==> src/rtl/spectrum_stream_tx.sv <==
// spectrum_stream_tx: serializes a snapshot of NUM_BANDS band words into one
// Avalon-ST packet per frame (sop on band 0, eop on band NUM_BANDS-1).
// A single pending snapshot absorbs a frame that arrives mid-packet.
// Optional build macro SPECTRUM_TX_ABS_EN: o_data carries the saturated
// absolute value of the band word instead of the raw word.
//
// Handshake: a beat transfers on a rising edge where o_valid && i_ready.
// While o_valid=1 and i_ready=0 the beat (o_data/o_index/o_sop/o_eop) holds.
// o_valid never depends on i_ready, and i_ready is ignored while o_valid=0.
module spectrum_stream_tx #(
  parameter int NUM_BANDS = 16,
  parameter int DATA_W    = 16,
  parameter int IDX_W     = 4
) (
  input  logic                              i_clk,
  input  logic                              i_rst,
  input  logic [NUM_BANDS-1:0][DATA_W-1:0]  i_bands,
  input  logic                              i_load,
  input  logic                              i_ready,
  output logic                              o_valid,
  output logic                              o_sop,
  output logic                              o_eop,
  output logic [DATA_W-1:0]                 o_data,
  output logic [IDX_W-1:0]                  o_index,
  output logic                              o_busy,
  output logic [15:0]                       o_pkt_count,
  output logic [7:0]                        o_drop_count,
  output logic                              o_dbg_state
);

  typedef enum logic {
    S_IDLE = 1'b0,
    S_SEND = 1'b1
  } state_t;

  localparam logic [IDX_W-1:0] LAST_IDX = IDX_W'(NUM_BANDS - 1);

  state_t                             state_q, state_d;
  logic [NUM_BANDS-1:0][DATA_W-1:0]   active_q, active_d;
  logic [NUM_BANDS-1:0][DATA_W-1:0]   pending_q, pending_d;
  logic                               pend_q, pend_d;
  logic [IDX_W-1:0]                   index_q, index_d;
  logic [15:0]                        pkt_count_q, pkt_count_d;
  logic [7:0]                         drop_count_q, drop_count_d;

  logic                               xfer;
  logic                               last_beat;
  logic [7:0]                         drop_inc;
  logic [DATA_W-1:0]                  raw_word;

  // State and data registers, cleared asynchronously.
  always_ff @(posedge i_clk or posedge i_rst) begin
    if (i_rst) begin
      state_q      <= S_IDLE;
      active_q     <= '0;
      pending_q    <= '0;
      pend_q       <= 1'b0;
      index_q      <= '0;
      pkt_count_q  <= '0;
      drop_count_q <= '0;
    end else begin
      state_q      <= state_d;
      active_q     <= active_d;
      pending_q    <= pending_d;
      pend_q       <= pend_d;
      index_q      <= index_d;
      pkt_count_q  <= pkt_count_d;
      drop_count_q <= drop_count_d;
    end
  end

  // Next-state: load, advance on transfer, chain packets at eop, stash frames.
  always_comb begin
    state_d      = state_q;
    active_d     = active_q;
    pending_d    = pending_q;
    pend_d       = pend_q;
    index_d      = index_q;
    pkt_count_d  = pkt_count_q;
    drop_count_d = drop_count_q;

    xfer      = (state_q == S_SEND) && i_ready;
    last_beat = (index_q == LAST_IDX);
    drop_inc  = (drop_count_q == 8'hFF) ? drop_count_q : drop_count_q + 8'd1;

    unique case (state_q)
      S_IDLE: begin
        if (i_load) begin
          active_d = i_bands;
          index_d  = '0;
          state_d  = S_SEND;
        end
      end
      S_SEND: begin
        if (xfer && last_beat) begin
          pkt_count_d = pkt_count_q + 16'd1;
          if (pend_q) begin
            // Promote the stashed frame; a same-cycle load refills the stash
            // so nothing is lost and no drop is counted.
            active_d = pending_q;
            index_d  = '0;
            if (i_load) begin
              pending_d = i_bands;
            end else begin
              pend_d = 1'b0;
            end
          end else if (i_load) begin
            active_d = i_bands;
            index_d  = '0;
          end else begin
            index_d = '0;
            state_d = S_IDLE;
          end
        end else begin
          if (xfer) begin
            index_d = index_q + IDX_W'(1);
          end
          // Mid-packet frames go to the stash; the active packet is untouched.
          if (i_load) begin
            pending_d = i_bands;
            pend_d    = 1'b1;
            if (pend_q) begin
              drop_count_d = drop_inc;
            end
          end
        end
      end
      default: state_d = S_IDLE;
    endcase
  end

  // Output word path: raw band word, or its saturated magnitude.
  always_comb begin
    raw_word = active_q[index_q];
`ifdef SPECTRUM_TX_ABS_EN
    if (!raw_word[DATA_W-1]) begin
      o_data = raw_word;
    end else if (raw_word == {1'b1, {(DATA_W-1){1'b0}}}) begin
      o_data = {1'b0, {(DATA_W-1){1'b1}}};
    end else begin
      o_data = ~raw_word + {{(DATA_W-1){1'b0}}, 1'b1};
    end
`else
    o_data = raw_word;
`endif
  end

  assign o_valid      = (state_q == S_SEND);
  assign o_sop        = o_valid && (index_q == '0);
  assign o_eop        = o_valid && last_beat;
  assign o_index      = index_q;
  assign o_busy       = (state_q == S_SEND) || pend_q;
  assign o_pkt_count  = pkt_count_q;
  assign o_drop_count = drop_count_q;
  assign o_dbg_state  = state_q;

endmodule
==> config.mk <==
export PLATFORM = sky130hd
export DESIGN_NAME = spectrum_stream_tx
export DESIGN_NICKNAME = d
export VERILOG_FILES = /design/src/rtl/spectrum_stream_tx.sv
export SDC_FILE = /design/constraint.sdc
export NUM_CORES = 1
export LEC_CHECK = 0
export ABC_CLOCK_PERIOD_IN_PS = 31100
export CAP_MARGIN = 20
export CORE_ASPECT_RATIO = 1.2
export CORE_UTILIZATION = 48
export CTS_BUF_LIST = sky130_fd_sc_hd__clkbuf_2 sky130_fd_sc_hd__clkbuf_4 sky130_fd_sc_hd__clkbuf_8
export CTS_CLUSTER_DIAMETER = 60
export DETAILED_ROUTE_END_ITERATION = 7
export HOLD_SLACK_MARGIN = 0.15
export PLACE_DENSITY = 0.68
export RECOVER_POWER = 25
export SYNTH_ARGS = -nofsm -noshare
export SYNTH_HDL_FRONTEND = slang
export SYNTH_SLANG_ARGS = --single-unit
==> constraint.sdc <==
create_clock -name i_clk -period 31.1 [get_ports i_clk]
set_clock_uncertainty 0.1 [all_clocks]
set_input_delay 3.11 -clock i_clk [delete_from_list [all_inputs] [get_ports i_clk]]
set_output_delay 3.11 -clock i_clk [all_outputs]
set_load 0.01 [all_outputs]
# Word-level counts from Yosys, hierarchy flattened
# Cells that the tools add are included.
# word_totals
output_inout_bits,49
reg_bits,542
inputBits,260
# classes
n_lt_le_gt_ge,1
n_mux,20
add_sub_neg,3
eq_ne,6
n_reduce_logical,12
n_bitwise,3
# op_table
cell,count
2-to-1 mux 256 bit,6
case mux 256 bit (2 select lines),1
binary-select mux 16 bit (select 4 bit),1
adder 16 x 1 -> 16 bit (second input constant),1
2-to-1 mux 16 bit,1
2-to-1 mux 4 bit,3
adder 8 x 1 -> 8 bit (second input constant),1
equality test 8 bit (second input constant),1
case mux 4 bit (2 select lines),1
AND reduction 2 bit,4
2-to-1 mux 1 bit,6
less-than comparator 4 x 5 -> 1 bit (second input constant),1
AND reduction 5 bit,1
adder 4 x 1 -> 4 bit (second input constant),1
equality test 4 bit (second input constant),1
logical AND 1 bit,4
logical NOT 4 bit,1
inequality test 2 bit (second input constant),2
inequality test 3 x 1 -> 1 bit (second input constant),1
inverter 1 bit,3
inequality test 2 x 1 -> 1 bit (second input constant),1
case mux 1 bit (2 select lines),1
nonzero test 2 bit,1
logical OR 1 bit,1

# Depth between registers and ports, before layout
# Gate-level depths: netlist of run 1.
# logic_depth
depth_word,4
mapped_depth,8

# Worst setup path after synthesis of run 1
# Ideal clock, no wire load.
# synth_timing
path_kind,reg-to-output
from,register index_q[0] (netlist: o_index[0])
to,output port o_data[10]
path_buffers,3
path_stages_with_launch,7
slack_ps,26132
t_arrival_ps,1758
cell_sequence,dfrtp_1 clkbuf_1 buf_4 buf_4 mux4_2 a22oi_1 nand2_1
# synth_between
elab_chain_len,2
# synth_rtl
item,line,source
from (decl),42,"logic [IDX_W-1:0] index_q, index_d;"
from (signal assigned),66,index_q <= index_d;
binary-select mux 16 bit (select 4 bit),134,raw_word = active_q[index_q];
2-to-1 mux 16 bit (not written as such),134,
to (decl),23,"output logic [DATA_W-1:0] o_data,"
# Every way passes these cells. The select of a mux whose other input is x is not followed.

==> run summary, run 1 <==
For the worst setup path, the data arrival time is 10.00 ns. Synthesis produced 1960 cells. The reg-to-reg critical path startpoint was o_index[0]. Hold repair after CTS inserted 0 buffers.

The share of cells above drive strength 1 is 12.0%. For this design the ratio of total power to cell area is 84.4 nW/um^2. VDD sags by at most 0.0416 mV. In this run the standard cell core region covers 48400 um^2.

The largest net degree at the start of global routing is 249. Across all register-to-register paths, the minimum setup slack is 24.47 ns. The checks that failed: capacitance limit, slew limit. 309 I/O pins were placed.

The number of remaining DRC errors was 0. The worst setup path is captured at an async pin. For the area of combinational cells with multiple inputs, the log shows 9200 um^2.

The congestion estimate from routability-driven global placement came to 0.835. The tool flagged a number of max-cap violations equal to 5. The tools report the sort of element at the start of the critical path as an input port. For this block, the initial DRC count from the detailed router was 1326. Most repeated cell in the gate-level netlist after synthesis: sky130_fd_sc_hd__dfrtp_1. Once layout is done, the placed cells without fillers occupy 28800 um^2.

The register bit total from synthesis was 542; the count of buffers from port buffering was 308. The run finished, with violations left. Setup repair after global routing left no endpoint under its margin. Yosys attributes the largest share of cell area to sky130_fd_sc_hd__dfrtp_1 57%, sky130_fd_sc_hd__mux2_1 11%, sky130_fd_sc_hd__o22ai_1 6.7%, sky130_fd_sc_hd__mux4_2 6.1%, sky130_fd_sc_hd__a21oi_1 5.5%. The HPWL after detailed placement is 44100 um. The relative area change from synthesis to final layout works out to 21.5%. Initial antenna violation count: 3. In this run the tightest slew margin relative to its limit is -256%. The slew at the pin closest to its max-slew limit is 5.31 ns, and the overall die width is 205 um. After detailed routing, the average wire length per cell comes to 23.2 um.

The via count normalized by instance count is 5.96. The dominant synthesized flop cell is sky130_fd_sc_hd__dfrtp_1. The tools report the final critical-path setup slack as 20.95 ns. The endpoint identified for the worst register-to-register timing path is active_q[211]. The path with the worst hold slack has its endpoint at o_pkt_count[15]. The filler cell count came out at 3959. The count of cells along the worst register-to-register path works out to 7. The later pin in the worst-skew pair is clocked with a latency of 0.68 ns. For the number of iterations in the first detailed-routing pass, the log shows 5. The worst hold path belongs to the class flip-flop to flip-flop. In this run, synthesis inferred 0 flip-flops with an integrated enable.

The logs give 105000 um for the global-route wire length before repair and 0 ns for the setup TNS. The number of cells on the worst hold path is 1. The logs give 49.0% for the starting density of the core and 98.5 MHz for the achievable clock frequency.

Data on the critical path is required at its endpoint by 30.94 ns. For the number of nets in the layout, the log shows 2477. The H-tree was split into 3 levels. In this run, post-CTS repair resized a total of 0 instances. The post-route core utilization came out at 59.5%. The fraction of registers with async set or reset after synthesis is 100%. The clock-pin slew on the worst setup and hold paths is 0.07 ns.

The number of nets in the synthesized netlist is 2224. The via count of the first global-routing pass is 18100. The chip height is 246 um, and the Yosys warning count is 0.

Worst setup slack before clock tree synthesis: 23.68 ns. The tools report the hold path startpoint as o_pkt_count[15]. Once the clock tree was built, the setup fixing pass inserted 0 buffers.

The tools report the final count of negative-setup-slack endpoints as 0. Post-synthesis area per instance: 12.1 um^2. The run gives 50300 um^2 as the overall die area. sky130_fd_sc_hd__dfrtp_1 takes more of the synthesized area than any other cell. The logs give 23700 um^2 for the post-synthesis instance area and 87 for the number of buffers inserted during clock tree synthesis. After synthesis, the largest area contributor takes up 57.2% of total cell area.

The count of cell types in the netlist was 39; the total global routing track utilization was 27.4%. The root buffer selected by CTS is sky130_fd_sc_hd__clkbuf_8. The maximum fanout along the worst path came out at 119.

The total wire length was 67700 um; the share of the clock period used by the worst path after layout was 32.6%. The floorplan has 88 rows. The placed instances occupy a cell area of 26900 um^2. The static leakage is 0.0119 uW, and the final critical delay including setup and external delays is 10.15 ns. The number of nets with antenna violations after routing was 0. The total count of hold-check failures in the final report was 0. TritonCTS built the clock tree. The remaining global-route overflow was 0. The tools report the storage element area as 13600 um^2.

The tools report the portion of the post-synthesis area used by sequential elements as 57.2%. The commonest cells after synthesis are 542 x sky130_fd_sc_hd__dfrtp_1, 265 x sky130_fd_sc_hd__nor2_1, 262 x sky130_fd_sc_hd__a21oi_1. The routed layout has 17400 vias.

In this run the deepest clock path goes through 3 buffers. Counting every sink on the clock net gives 542. The final number of max-transition violations was 364.

The critical path is of the input port to async pin type.
-- kinds of logic after synthesis --
group           count (synthesis)  share of synthesized area [%]
compound gates                560                           13.7
flops                         542                           57.2
simple gates                  333                           5.65
xor+xnor                       18                          0.664
fa+ha+maj                       4                          0.211
buf+inv                       176                           4.10
mux                           327                           18.6
-- per-stage QoR --
| stage | total power, uW | std cells | hold WS (ns) |
|---|---|---|---|
| 2_1_floorplan | 1470 | 1960 | 0.365 |
| 3_3_place_gp | 1760 | 2750 | 0.366 |
| 3_5_place_dp | 1780 | 2750 | 0.368 |
| 4_1_cts | 2450 | 2909 | 0.378 |
| 5_1_grt | 2560 | 2914 | 0.402 |
| 6_report | 2430 | 2914 | 0.376 |
-- cell usage in the layout, fill, tap and decap left out, drive strengths merged --
cell	n
inv	5
ha	4
nor2b	2
or2	1
mux2i	1
clkinvlp	4
and4	1
mux2	262
a31oi	1
o2111ai	1
nand4	10
nor2	265
a32o	1
buf	22
nand2b	1
xor2	3
diode	1
o41ai	1
nor4bb	1
and2	3
a21oi	263
clkinv	14
clkbuf	144
mux4	64
xnor2	15
o211ai	1
nand3	12
and3	1
bufinv	2
dfrtp	542
a22oi	32
o22ai	256
o21ai	3
nand2	32
dlygate4sd3	3
nor3	4
a22o	1
clkdlybuf4s50	305
-- sequential cells by signal, indices dropped and copies added (netlist names) --
name	cells
o_index	4
active_q	256
pend_q	1
pending_q	256
o_drop_count	8
o_dbg_state	1
o_pkt_count	16
-- report_power, final --
| group | switching [uW] | leakage, uW | internal [uW] |
|---|---|---|---|
| logic | 353 | 0.00442 | 353 |
| registers | 151 | 0.00648 | 915 |
| clock network | 289 | 0.00102 | 373 |
-- critical path, stage by stage --
cell and delay, ns:
sky130_fd_sc_hd__dlygate4sd3_1 0.55, sky130_fd_sc_hd__clkinvlp_2 2.94, sky130_fd_sc_hd__clkbuf_1 0.69, sky130_fd_sc_hd__clkbuf_1 2.57
-- final cells by class --
class,instances,share of cell area [%]
tap,630,2.73
sequential,542,47.1
antenna,1,0.00868
clock buffer,140,6.08
multi-input combinational,1242,31.9
inverter,6,0.0825
timing repair buffer,334,11.6
clock inverter,19,0.529
-- worst max path at each step --
stage                                 end        from  slack, ns  cells after the start
final                     o_drop_count[7]       i_rst      20.95                      4
after global routing      o_drop_count[1]       i_rst      19.54                      4
after CTS                       o_data[7]  o_index[0]      23.81                      5
after detailed placement   pending_q[198]     i_ready      23.68                      7
after global placement     pending_q[210]     i_ready      23.77                      7
after floorplan               active_q[0]       i_rst      12.74                      1
-- per-layer routing --
metal	routed length, um	share of wire (%)	vias to the layer above	track usage, %
met1	28100	41	8932	36.7
met5	16	0.024	-	0
met3	4340	6.4	117	5.25
met2	33000	49	604	43.9
met4	2300	3.4	2	11.1
li1	-	-	7726	-
Note: power is estimated with default switching activity, not from simulation.
==> run 2, diff against run 1 <==
ABC_CLOCK_PERIOD_IN_PS = 8310   (was 31100)
PLACE_DENSITY = 0.71   (was 0.68)
clock period = 8.31 ns   (was 31.1 ns; I/O delays follow)
==> run summary, run 2 (synthesis results as in run 1) <==
The tools report the maximum count of clock buffers along a single path as 3 (unchanged). The clock-pin slew on the worst setup and hold paths came out at 0.06 ns (about the same). The worst setup path is launched from a flip-flop. The run gives 2475 (-0.081%) as the number of nets in the layout.

Remaining global-route overflow: 0 (unchanged). The tools report the kind of capture point of the worst setup path as an output port. The logs give 67700 um (about the same) for the total wire length and 2 (-3) for the number of violations of the max-capacitance limit. The checks that failed: capacitance limit, slew limit.

The number of iterations in the first detailed-routing pass was 5 (unchanged); the count of buffers from port buffering was 308 (unchanged). The static leakage came out at 0.0119 uW (-0.26%). The worst slew slack as a fraction of its limit is -118% (+140 points), and the relative area change from synthesis to final layout is 21.2%. Starting density of the core: 49.0% (unchanged).

Highest-utilization routing layer at the global route stage: met2. The leading cell type in the layout, fill and taps excluded was sky130_fd_sc_hd__dfrtp_1. The met3 capacity usage during global routing was 5.17% (-0.080 points); the via count of the first global-routing pass was 17600 (-2.8%). The endpoint arrival time on the critical path was 3.95 ns (-6.05 ns). The post-route core utilization came out at 59.4% (-0.14 points). The peak ir drop on the vdd network was 0.201 mV (+380%).

The run finished, with violations left. The final number of max-transition violations was 89 (-76%). The logs give 0.910 (+9.1%) for the routability congestion estimate and 48400 um^2 (unchanged) for the area of the core. The min-delay analysis places its worst path in the category flip-flop to flip-flop. For the initial antenna violation count, the log shows 9 (+6).

Final routed wire length divided by cell count: 23.3 um (+0.25%). The tools report the cts-stage hold buffer count as 0 (unchanged). The logs give 104000 um (-1.0%) for the global-route wire length before repair and 542 (unchanged) for the clock net sink count. The count of standard-cell rows was 88 (unchanged); the slew at the pin closest to its max-slew limit was 3.28 ns (-2.04 ns). Number of remaining DRC errors: 0 (unchanged).

The largest net degree at the start of global routing is 195 (-22%). In the layout the commonest cells are 540 x sky130_fd_sc_hd__dfrtp_1, 303 x sky130_fd_sc_hd__clkdlybuf4s50_1, 265 x sky130_fd_sc_hd__nor2_1. Critical setup path kind: flip-flop to output port. For the maximum level of the CTS H-tree, the log shows 3 (unchanged).

For the I/O pin count, the log shows 309 (unchanged). The routed design could run at a clock period as short as 4.88 ns. The routed via count was 17400 (-0.12%). The overall die width came out at 205 um (unchanged). The run gives 43.4% (-0.51 points) as the met2 usage in global routing. The run gives 0 (unchanged) as the total count of hold-check failures in the final report.

The run gives 27.1% (-0.29 points) as the total global routing track utilization. For the number of instances resized during post-cts repair, the log shows 0 (unchanged). TritonCTS built the clock tree. The overall die area was 50300 um^2 (unchanged); the share of the clock period used by the worst path after layout was 58.8%.

The data required time of the critical path was 7.38 ns (-23.56 ns); the share of cells above drive strength 1 was 11.9% (-0.13 points). The tools report the final count of negative-setup-slack endpoints as 0 (unchanged). Setup repair after global routing left no endpoint under its margin. The maximum fanout along the worst path was 51 (-57%).

The logs give 36.8% (+0.062 points) for the met1 capacity usage during global routing and 1322 (-0.30%) for the DRC violation total after the first TritonRoute iteration. The number of nets with antenna violations after routing came out at 0 (unchanged). Chip height: 246 um (unchanged). For the achievable clock frequency, the log shows 205 MHz. The setup TNS came out at 0 ns (unchanged). Via count normalized by instance count: 5.97 (+0.13%).

Total power density per cell area: 315 nW/um^2 (+270%). Number of buffers inserted during clock tree synthesis: 88 (+1.1%). The sum of net half-perimeters after detailed placement was 44500 um (+0.90%). The tree is rooted in a sky130_fd_sc_hd__clkbuf_8. The buffers inserted during post-CTS setup optimization is 0 (unchanged). Clock latency of the later-clocked register in the worst-skew pair: 0.67 ns (about the same).
[run 2: worst max-delay path, cell delays in order (launching register included)]
cell,delay (ns)
sky130_fd_sc_hd__dfrtp_4,0.66
sky130_fd_sc_hd__buf_4,0.83
sky130_fd_sc_hd__mux4_2,0.63
sky130_fd_sc_hd__a22oi_1,0.35
sky130_fd_sc_hd__nand2_1,0.20
sky130_fd_sc_hd__clkdlybuf4s50_1,0.54
[run 2: worst paths after layout]
path / start / end / slack [ns] / depth (start not counted)
worst max-delay path: o_index[0] / o_data[3] / 3.43 / 5
worst min-delay path: o_pkt_count[15] / o_pkt_count[15] / 0.38 / 1
worst max register to register: o_index[0] / pending_q[45] / 3.90 / 7
worst min register to register: o_pkt_count[15] / o_pkt_count[15] / 0.38 / 1
max in group asynchronous: i_rst / pending_q[96] / 3.86 / 4
min in group asynchronous: i_rst / pending_q[74] / 1.27 / 3
[run 2: final cells by class]
type,count,area (um^2)
repair buffers,331,3300
inverters,6,26.3
flip-flops and latches,542,13600
clock buffers,145,1800
clock inverters,9,57.6
diodes,2,5.00
fillers,3928,19700
well taps,630,788
multi-input cells,1242,9220
[run 2: power by group]
group	switching (uW)	leakage, uW	internal (uW)	total [uW]
combinational	1350	0.00442	1320	2670
clock	1040	0.000988	1360	2400
sequential	575	0.00648	3420	4000
total	2970	0.0119	6100	9070
[run 2: metal layers]
metal / vias up / routed length [um]
met5: - / 91
met4: 14 / 2060
met3: 117 / 4430
met2: 606 / 33000
met1: 8884 / 28100
li1: 7740 / -
[run 2: metrics by stage]
stage | area (um^2) | power, uW | hold WS [ns] | std cells | setup WS, ns
finish | 28800 | 9070 | 0.385 | 2907 | 3.43
global route | 28800 | 9520 | 0.404 | 2906 | 3.25
CTS | 28800 | 9100 | 0.395 | 2905 | 3.35
detailed placement | 26900 | 6680 | 0.367 | 2751 | 3.81
global placement | 26900 | 6570 | 0.367 | 2751 | 3.91
floorplan | 23700 | 5500 | 0.365 | 1960 | 0.00705
==> run 3, diff against run 2 <==
ABC_CLOCK_PERIOD_IN_PS = 4790   (was 8310)
PLACE_DENSITY = 0.68   (was 0.71)
clock period = 4.79 ns   (was 8.31 ns; I/O delays follow)
==> run summary, run 3 (synthesis results as in run 1) <==
The run finished, with violations left. The final reports fail on capacitance limit, slew limit. The worst path uses 87.9% of the clock period. The chip height is 246 um (unchanged). The internal power consumption was 10600 uW (+75%). The total global routing track utilization was 27.8% (+0.64 points). The routability congestion estimate is 0.892 (-2.0%), and the initial antenna violation count is 1 (-8). For the share of power burned in combinational logic, the log shows 28.5% (-0.9 points).

The run gives 309 (unchanged) as the I/O pin count. Critical setup path kind: flip-flop to output port. The tools report the buffers inserted during post-CTS setup optimization as 0 (unchanged).

The clock-pin slew on the worst setup and hold paths is 0.07 ns (about the same), and the total count of hold-check failures in the final report is 0 (unchanged). In this run the critical register-to-register path is captured at pending_q[93]. The most critical setup path has its endpoint at o_data[11]. The final routed wire length divided by cell count was 23.5 um (+0.91%). Cts-stage hold buffer count: 1 (+1). The part of the total power dissipated in sequential elements is 44.5% (+0.4 points), and the static leakage is 0.0120 uW (+0.62%).

Global-route wire length before repair: 106000 um (+1.8%). The logs give 29000 um^2 (+0.78%) for the post-route cell area and 0.411 mV (+100%) for the peak ir drop on the vdd network. The count of buffers from port buffering is 308 (unchanged).

Setup repair after global routing left no endpoint under its margin. The logs give 86 (-2.3%) for the number of buffers inserted during clock tree synthesis and 50300 um^2 (unchanged) for the overall die area. The final count of negative-setup-slack endpoints was 0 (unchanged); the number of iterations in the first detailed-routing pass was 5 (unchanged). Net switching fraction of the power: 32.7% (-0.054 points). In this run the worst hold path is classified as input port to flip-flop.

Counting I/O delays and the setup requirement, the final critical path takes 4.21 ns. Worst slew slack as a fraction of its limit: -11.6% (+110 points). The via count normalized by instance count was 5.96 (-0.15%); the endpoint arrival time on the critical path was 3.63 ns (-0.32 ns). The run gives 48400 um^2 (unchanged) as the area of the core. In this run the worst setup path begins at o_index[0]. CTS placed an instance of sky130_fd_sc_hd__clkbuf_8 at the clock tree root. The sort of element at the start of the critical path was a flip-flop. The tools report the remaining global-route overflow as 0 (unchanged). The switching power summed over all nets is 5170 uW (+74%), and the relative area change from synthesis to final layout is 22.2%. The logs give 237 MHz for the achievable clock frequency and 3 (unchanged) for the maximum level of the CTS H-tree. The number of violations of the max-capacitance limit was 1 (-1); the number of nets in the layout was 2481 (+0.24%).

The via count of the first global-routing pass was 18000 (+2.1%); the number of instances resized during post-cts repair was 0 (unchanged). The maximum count of clock buffers along a single path came out at 3 (unchanged). The run gives 27100 um^2 (+0.71%) as the placed instance area. Data required time of the critical path: 4.21 ns (-3.17 ns).

The count of cells along the worst register-to-register path was 5 (-2). The starting density of the core is 49.0% (unchanged). TritonCTS built the clock tree.

Maximum fanout along the worst path: 53 (+3.9%). The setup TNS is 0 ns (unchanged). The worst register-to-register path begins at o_index[0]. The reg2reg setup slack is 1.26 ns (-2.64 ns), and the total power density per cell area is 546 nW/um^2 (+73%). For the final number of max-transition violations, the log shows 122 (+37%). The clock net sink count came out at 542 (unchanged).

The total design power was 15800 uW (+74%). The count of standard-cell rows was 88 (unchanged); the DRC violation total after the first TritonRoute iteration was 1447 (+9.5%). The tools report the clock power share as 27.0% (+0.5 points).

Leaving out fill and tap cells, the most frequent cells in the layout are 540 x sky130_fd_sc_hd__dfrtp_1, 307 x sky130_fd_sc_hd__clkdlybuf4s50_1, 265 x sky130_fd_sc_hd__nor2_1. The slew at the pin closest to its max-slew limit came out at 1.67 ns (-1.60 ns). The share of cells above drive strength 1 was 12.2% (+0.28 points). Leading cell type in the layout, fill and taps excluded: sky130_fd_sc_hd__dfrtp_1.

The tools report the number of remaining DRC errors as 0 (unchanged). The clock latency of the later-clocked register in the worst-skew pair was 0.66 ns (about the same); the largest net degree at the start of global routing was 217 (+11%). The overall die width was 205 um (unchanged).

The routed via count was 17400 (+0.092%). The tools report the number of nets with antenna violations after routing as 0 (unchanged). The worst setup path is captured at an output port.

The sum of net half-perimeters after detailed placement came out at 45800 um (+3.0%). Total wire length: 68500 um (+1.2%).
run 3: cell types whose count changed in the layout (fill, tap and decap cells not counted), moves of 2 or more:
cell | before | now
sky130_fd_sc_hd__clkbuf_4 | 32 | 19
sky130_fd_sc_hd__buf_12 | 4 | 14
sky130_fd_sc_hd__clkinv_2 | 5 | 13
sky130_fd_sc_hd__clkdlybuf4s50_1 | 303 | 307
sky130_fd_sc_hd__bufinv_16 | 0 | 3
sky130_fd_sc_hd__dlygate4sd3_1 | 5 | 2
sky130_fd_sc_hd__buf_4 | 17 | 15
sky130_fd_sc_hd__clkbuf_1 | 2 | 0
sky130_fd_sc_hd__clkinvlp_4 | 3 | 5
run 3: power groups by stage:
stage | clock (uW) | sequential (uW) | combinational [uW]
detailed placement | 0 | 7090 | 4490
CTS | 4350 | 7020 | 4520
global placement | 0 | 7040 | 4410
floorplan | 0 | 6540 | 3000
finish | 4270 | 7040 | 4510
global route | 4560 | 7190 | 4910
run 3: critical path: stages, from the launching register on:
cell                              delay [ns]
sky130_fd_sc_hd__dfrtp_4                1.10
sky130_fd_sc_hd__buf_4                  0.40
sky130_fd_sc_hd__mux4_2                 0.54
sky130_fd_sc_hd__a22oi_1                0.23
sky130_fd_sc_hd__nand2_1                0.16
sky130_fd_sc_hd__clkdlybuf4s50_1        0.51
run 3: metrics by stage:
| stage | std cells | hold WS [ns] | worst slack [ns] | utilization (%) |
|---|---|---|---|---|
| after floorplan | 1960 | 0.365 | -3.16 | - |
| after global placement | 2758 | 0.365 | 1.22 | 55.9 |
| final | 2914 | 0.341 | 0.578 | 59.8 |
| after detailed placement | 2758 | 0.381 | 1.21 | 55.9 |
| after global routing | 2912 | 0.329 | 0.378 | 59.8 |
| after CTS | 2911 | 0.287 | 0.477 | 59.9 |
run 3: cell type report:
cell class / count / area (um^2)
timing repair buffer: 339 / 3490
inverter: 6 / 23.8
tap: 630 / 788
sequential: 542 / 13600
antenna: 3 / 7.51
clock inverter: 21 / 193
clock buffer: 131 / 1690
multi-input combinational: 1242 / 9220
fill: 3951 / 19500
run 3: metal layers:
metal | track usage (%) | up-vias | share of wire, %
li1 | - | 7757 | -
met1 | 37.3 | 8924 | 41
met2 | 43.9 | 587 | 49
met3 | 5.02 | 109 | 6.1
met4 | 12.5 | 0 | 3.9
met5 | 0 | - | 0
run 3: how the worst min path moves through the flow:
stage / cells past startpoint / from / endpoint / slack, ns
after floorplan: 1 / pending_q[0] / pending_q[0] / 0.36
after global placement: 1 / o_pkt_count[15] / o_pkt_count[15] / 0.37
after detailed placement: 1 / pending_q[193] / pending_q[193] / 0.38
after CTS: 2 / i_bands[43] / pending_q[43] / 0.29
after global routing: 2 / i_bands[60] / pending_q[60] / 0.33
final: 2 / i_bands[43] / pending_q[43] / 0.34
